===== src/rtl/ecall_pkg.sv =====
`default_nettype none
// ----------------------------------------------------------------------------
// ecall_pkg : ecall service codes and sequencer state / operation encodings
// Revision  : 1.0
// ----------------------------------------------------------------------------
package ecall_pkg;

  localparam int unsigned SVC_PRINT    = 1;
  localparam int unsigned SVC_READ_SW  = 5;
  localparam int unsigned SVC_EXIT     = 10;
  localparam int unsigned SVC_READ_KEY = 12;

  localparam logic [31:0] CNT_MAX = 32'hFFFF_FFFF;

  typedef enum logic [2:0] {
    ST_IDLE       = 3'd0,
    ST_PRINT_WAIT = 3'd1,
    ST_READ_WAIT  = 3'd2,
    ST_COMMIT     = 3'd3,
    ST_HALT       = 3'd4
  } state_t;

  typedef enum logic [1:0] {
    OP_PRINT    = 2'd0,
    OP_READ_SW  = 2'd1,
    OP_READ_KEY = 2'd2
  } op_t;

endpackage
`default_nettype wire


===== src/rtl/edge_detect.sv =====
`default_nettype none
// ----------------------------------------------------------------------------
// edge_detect : rising-edge detector on a (debounced) level input
// Revision    : 1.0
// ----------------------------------------------------------------------------
module edge_detect (
  input  logic clk,
  input  logic rst,
  input  logic level,
  output logic rise
);

  logic r_prev;

  always_ff @(posedge clk) begin
    if (rst) r_prev <= 1'b0;
    else     r_prev <= level;
  end

  assign rise = level & ~r_prev;

endmodule
`default_nettype wire


===== src/rtl/ecall_sequencer.sv =====
`default_nettype none
// ----------------------------------------------------------------------------
// ecall_sequencer : stalls the CPU on ecall and sequences print/read/exit I/O
// Revision        : 1.0
// ----------------------------------------------------------------------------
module ecall_sequencer
  import ecall_pkg::*;
#(
  parameter int unsigned PRINT_TIMEOUT = 0,
  parameter int unsigned CODE_W        = 32
) (
  input  logic              clk,
  input  logic              rst,
  input  logic              ecall_valid,
  input  logic [CODE_W-1:0] ecall_code,
  input  logic [31:0]       a0_in,
  input  logic              conf_btn,
  input  logic [11:0]       switch_data,
  input  logic [31:0]       key_data,
  output logic              cpu_en,
  output logic              a0_wr_en,
  output logic [31:0]       a0_wr_data,
  output logic [31:0]       disp_data,
  output logic              disp_valid,
  output logic              halted
);

  localparam logic [31:0] TIMEOUT_LAST =
    (PRINT_TIMEOUT > 0) ? 32'(PRINT_TIMEOUT - 1) : 32'd0;

  state_t      r_state;
  state_t      w_state_next;
  op_t         r_op;
  logic [31:0] r_wait_cnt;
  logic        w_press;
  logic        w_timeout;
  logic        w_is_print, w_is_read_sw, w_is_read_key, w_is_exit, w_is_svc;

  edge_detect u_conf_edge (
    .clk   (clk),
    .rst   (rst),
    .level (conf_btn),
    .rise  (w_press)
  );

  assign w_is_print    = (ecall_code == CODE_W'(SVC_PRINT));
  assign w_is_read_sw  = (ecall_code == CODE_W'(SVC_READ_SW));
  assign w_is_read_key = (ecall_code == CODE_W'(SVC_READ_KEY));
  assign w_is_exit     = (ecall_code == CODE_W'(SVC_EXIT));
  assign w_is_svc      = w_is_print | w_is_read_sw | w_is_read_key | w_is_exit;

  assign w_timeout = (PRINT_TIMEOUT != 0) && (r_wait_cnt == TIMEOUT_LAST);

  // Presses are only consumed inside the wait states, so an edge coinciding
  // with the IDLE departure cycle is dropped without extra qualification.
  always_comb begin
    w_state_next = r_state;
    cpu_en       = 1'b1;
    a0_wr_en     = 1'b0;
    disp_valid   = 1'b0;
    halted       = 1'b0;
    case (r_state)
      ST_IDLE: begin
        if (ecall_valid && w_is_svc) begin
          cpu_en = 1'b0;
          if (w_is_print)                        w_state_next = ST_PRINT_WAIT;
          else if (w_is_read_sw || w_is_read_key) w_state_next = ST_READ_WAIT;
          else                                    w_state_next = ST_HALT;
        end
      end
      ST_PRINT_WAIT: begin
        cpu_en     = 1'b0;
        disp_valid = 1'b1;
        if (w_press || w_timeout) w_state_next = ST_COMMIT;
      end
      ST_READ_WAIT: begin
        cpu_en = 1'b0;
        if (w_press) w_state_next = ST_COMMIT;
      end
      ST_COMMIT: begin
        a0_wr_en     = (r_op != OP_PRINT);
        w_state_next = ST_IDLE;
      end
      ST_HALT: begin
        cpu_en = 1'b0;
        halted = 1'b1;
      end
      default: w_state_next = ST_IDLE;
    endcase
  end

  always_ff @(posedge clk) begin
    if (rst) begin
      r_state    <= ST_IDLE;
      r_op       <= OP_PRINT;
      r_wait_cnt <= 32'd0;
      disp_data  <= 32'd0;
      a0_wr_data <= 32'd0;
    end else begin
      r_state <= w_state_next;
      if (r_state == ST_IDLE) begin
        r_wait_cnt <= 32'd0;
        if (ecall_valid) begin
          if (w_is_print) begin
            r_op      <= OP_PRINT;
            disp_data <= a0_in;
          end
          if (w_is_read_sw)  r_op <= OP_READ_SW;
          if (w_is_read_key) r_op <= OP_READ_KEY;
        end
      end else if ((r_state == ST_PRINT_WAIT) || (r_state == ST_READ_WAIT)) begin
        if (r_wait_cnt != CNT_MAX) r_wait_cnt <= r_wait_cnt + 32'd1;
      end
      if ((r_state == ST_READ_WAIT) && w_press) begin
        a0_wr_data <= (r_op == OP_READ_KEY) ? key_data : {20'b0, switch_data};
      end
    end
  end

endmodule
`default_nettype wire


===== config.mk =====
export PLATFORM = sky130hd
export DESIGN_NAME = ecall_sequencer
export DESIGN_NICKNAME = d
export VERILOG_FILES = /design/src/rtl/ecall_pkg.sv /design/src/rtl/edge_detect.sv /design/src/rtl/ecall_sequencer.sv
export SDC_FILE = /design/constraint.sdc
export NUM_CORES = 1
export LEC_CHECK = 0
export CAP_MARGIN = 10
export CORE_ASPECT_RATIO = 0.6
export CORE_MARGIN = 1.5
export CORE_UTILIZATION = 41
export CTS_CLUSTER_DIAMETER = 200
export DETAILED_ROUTE_END_ITERATION = 12
export GPL_TIMING_DRIVEN = 0
export PLACE_DENSITY = 0.85
export SYNTH_ARGS = -nofsm -noshare
export SYNTH_HDL_FRONTEND = slang
export SYNTH_HIERARCHICAL = 1
export SYNTH_SLANG_ARGS = --single-unit

===== constraint.sdc =====
create_clock -name clk -period 4.7 [get_ports clk]
set_input_delay 0.94 -clock clk [delete_from_list [all_inputs] [get_ports clk]]
set_output_delay 0.94 -clock clk [all_outputs]
set_load 0.05 [all_outputs]

==> qor.csv <==
stage,metric,value,unit
place,gp_congestion,0.815,
synth,syn-cell-area,3180,um2
synth,netlist.area_leader.share,44.1,%
setup_path,startpoint,ecall_code[6],
setup_path,cp_cell_sequence,"clkdlybuf4s50_1, nor4_1, and4_1, buf_4, buf_6, o2111ai_1, a21o_1, clkdlybuf4s50_1",
sta,rsz0062_at_grt,false,
finish,fin_area,5380,um2
finish,areaGrowthSynthToFinish,69.3,%
floorplan,std_cell_rows,24,
floorplan,die_area,8300,um2
detailed_routing,viasPerCell,5.64,
detailed_routing,drt_iter0_drc,460,
clocking,cts_resized,0,
status,status,"complete, no violations",
finish,layout-drive-gt1-share,9.12,%
finish,fillers,603,
clocking,post_cts_buffers,0,
setup_path,cpMostUsedCell,clkdlybuf4s50_1,
sta,fin_skew,0.00871,ns
setup_path,cp_max_fo,10,
place,port_buffers,179,
power,power_density,252,nW/um2
finish,nets,666,
worst_hold_path,min_from,a0_wr_data[27],
clocking,clk_pin_slew_worst_paths,0.05,ns
sta,drv_slew,0,
setup_path,critical_path.startpoint_type,input pin,
detailed_routing,routedWlPerCell,17.3,um
setup_path,path_buf_inv,4,
synth,yosys.area.top_type,dfxtp_1,
global_routing,grt_overflow_total,0,
detailed_routing,routed-via-count,3739,
clocking,cts_sinks,70,
finish,antennaDiodeCount,0,
global_routing,grt_pass1_vias,3664,
sta,fin_crit,4.29,ns
detailed_routing,drc,0,
finish,area.sequential,1400,um2
setup_path,endpoint_kind,output port,
clocking,clkLatencyLatePin,0.34,ns
sta,fin_crit_sh,91.3,%
clocking,h-tree-depth,3,
global_routing,grt_first_pass_wirelength,17700,um
global_routing,grt_max_degree,13,
place,dp_hpwl,8640,um
power,power.total,1.36,mW
synth,yosys_warnings,6,
sta,hold_viol,0,
sta,setup_viol,0,
floorplan,ios,180,
sta,max_freq,233,MHz
setup_path,path_delay_family,buffers and inverters,
floorplan,die_h,71.2,um
synth,avgSynthCellArea,8.72,um2
sta,max_slew_margin,60.3,%
synth,synth_area_leaders,"dfxtp_1 (44%), a21oi_1 (8.8%), o31ai_1 (7.6%), nand4_1 (7.3%), mux2i_1 (3.8%)",
setup_path,cp.required,3.76,ns
global_routing,antenna_found_initial,0,
detailed_routing,firstDrtPassIters,5,
clocking,clk_path_buf_depth,2,
place,place_area,5100,um2
setup_path,r2r_start,r_state[0],
setup_path,crit_path_max_incr_delay,0.72,ns
clocking,cts_buffers,9,
finish,multi_input_area,1560,um2
detailed_routing,ant_nets,0,
detailed_routing,totalWireLength,11500,um
setup_path,slowest_stage,clkdlybuf4s50_1,
clocking,cts_tree,yes,
setup_path,setup.worst_path.class,in2out,
worst_hold_path,min_path_type,reg2reg,
clocking,hold_buffers,0,
clocking,clockRootBuffer,clkbuf_16,
floorplan,start_util,43.0,%
synth,ys_ff_latch,70,
synth,syn_inst,364,
synth,yosysUniqueCellTypes,38,
floorplan,coreArea,7390,um2
place,dp_cells,647,
power,leakage,1.78,nW
sta,fin_setup_tns,0,ns
setup_path,arrival,3.35,ns
finish,final_cells,663,
power,ir_drop,193,uV
floorplan,die_w,117,um
synth,synth-seq-area-share,44.1,%
global_routing,track_usage,27.6,%
flow_run,max_cap_violations,0,
synth,syn-num-nets,476,
sta,tightest_slew,0.593,ns
-- per-stage QoR --
stage / utilization, % / setup WS [ns] / hold slack (ns)
2_1_floorplan: - / 1.62 / 0.518
3_3_place_gp: 69.0 / 0.434 / 0.438
3_5_place_dp: 69.0 / 0.426 / 0.443
4_1_cts: 72.8 / 0.417 / 0.451
5_1_grt: 72.8 / 0.274 / 0.479
6_report: 72.8 / 0.408 / 0.450
-- synth_stat cells --
library cell   n
inv_1          2
a21o_1         2
a311oi_2       1
a21oi_1       56
and3_1         2
nand4_2        1
nor2b_4        2
and4_1         1
a41o_1         2
nand2_1       21
nor2b_1        2
a41oi_1        1
mux2i_1       12
buf_2         22
buf_6          2
nand3b_4       1
nand3_1       20
nor4_1         8
o2111ai_1      1
o31ai_1       32
nor2_2         1
maj3_1         1
nand2b_1       5
nor3_2         1
o211ai_1       1
nand4_1       37
nand3b_1       2
nor2_1        16
buf_4          2
a21boi_0       1
a211oi_1      12
a31o_2         1
dfxtp_1       70
or2_2          1
nor3_1         1
clkbuf_1      17
nor4_2         1
nor3b_1        3
-- report_power, final --
part,internal (mW),switching [mW],total (mW),leakage [nW]
logic,0.0895,0.0392,0.129,1.08
clock network,0.371,0.261,0.632,0.135
registers,0.594,0.000397,0.594,0.564
-- flip-flops by register name, indices dropped and copies added, names as in the netlist --
name                cells
r_state                 3
u_conf_edge/r_prev      1
r_op                    2
a0_wr_data             32
disp_data              32
-- metal layers --
metal | global-route usage [%] | part of all wire, % | vias to the layer above | routed length, um
li1 | - | - | 1759 | -
met1 | 34.5 | 42 | 1780 | 4870
met2 | 44.7 | 45 | 184 | 5170
met3 | 11.3 | 11 | 16 | 1290
met4 | 6.96 | 1.2 | 0 | 139
met5 | 0 | 0 | - | 0
-- worst paths after layout --
kind	endpoint	slack (ns)	cells past startpoint
min	a0_wr_data[27]	0.45	2
max reg2reg	disp_data[11]	2.99	5
min reg2reg	a0_wr_data[27]	0.45	2
max	cpu_en	0.41	8
-- placed cells by master, fill, tap and decap left out, types with 2 or more instances in the layout --
master | netlist | layout
mux2i_1 | 12 | 12
nor3b_1 | 3 | 3
and3_1 | 2 | 2
nor2b_1 | 2 | 2
nand3b_1 | 2 | 2
buf_4 | 2 | 2
a21o_1 | 2 | 2
clkbuf_1 | 17 | 18
dfxtp_1 | 70 | 70
nand3_1 | 20 | 20
nor2b_4 | 2 | 2
nand4_1 | 37 | 37
o31ai_1 | 32 | 32
nor4_1 | 8 | 8
clkinv_4 | 0 | 2
clkdlybuf4s50_1 | 0 | 179
buf_6 | 2 | 2
a211oi_1 | 12 | 12
clkinv_2 | 0 | 2
a41o_1 | 2 | 2
clkbuf_16 | 0 | 9
buf_2 | 22 | 22
nand2b_1 | 5 | 5
nor2_1 | 16 | 16
nand2_1 | 21 | 21
a21oi_1 | 56 | 56
inv_1 | 2 | 2
-- kinds of logic (layout without fill, tap and decap cells) --
kind of cell               after synthesis  after routing  synth area share, %
AOI/OAI and AO/OA                      110            110                 22.1
adders and majority gates                1              1                0.315
buffers and inverters                   45            240                 6.90
DFF                                     70             70                 44.1
muxes                                   12             12                 3.78
and+or+nand+nor                        126            126                 22.8
-- final cells by class --
type	count	share of cell area [%]
buffer	43	3.93
clock inverter	5	0.652
multi-input combinational	249	28.9
inverter	2	0.140
clock buffer	11	4.52
tap	104	2.42
timing repair buffer	179	33.3
sequential	70	26.1
-- worst register-to-register path: stages (launching register included) --
cell     delay (ns)
dfxtp_1        0.31
nor3_2         0.34
nand4_1        0.27
buf_2          0.28
o31ai_1        0.28
a21oi_1        0.10
Power figures use the tool's default switching activity.
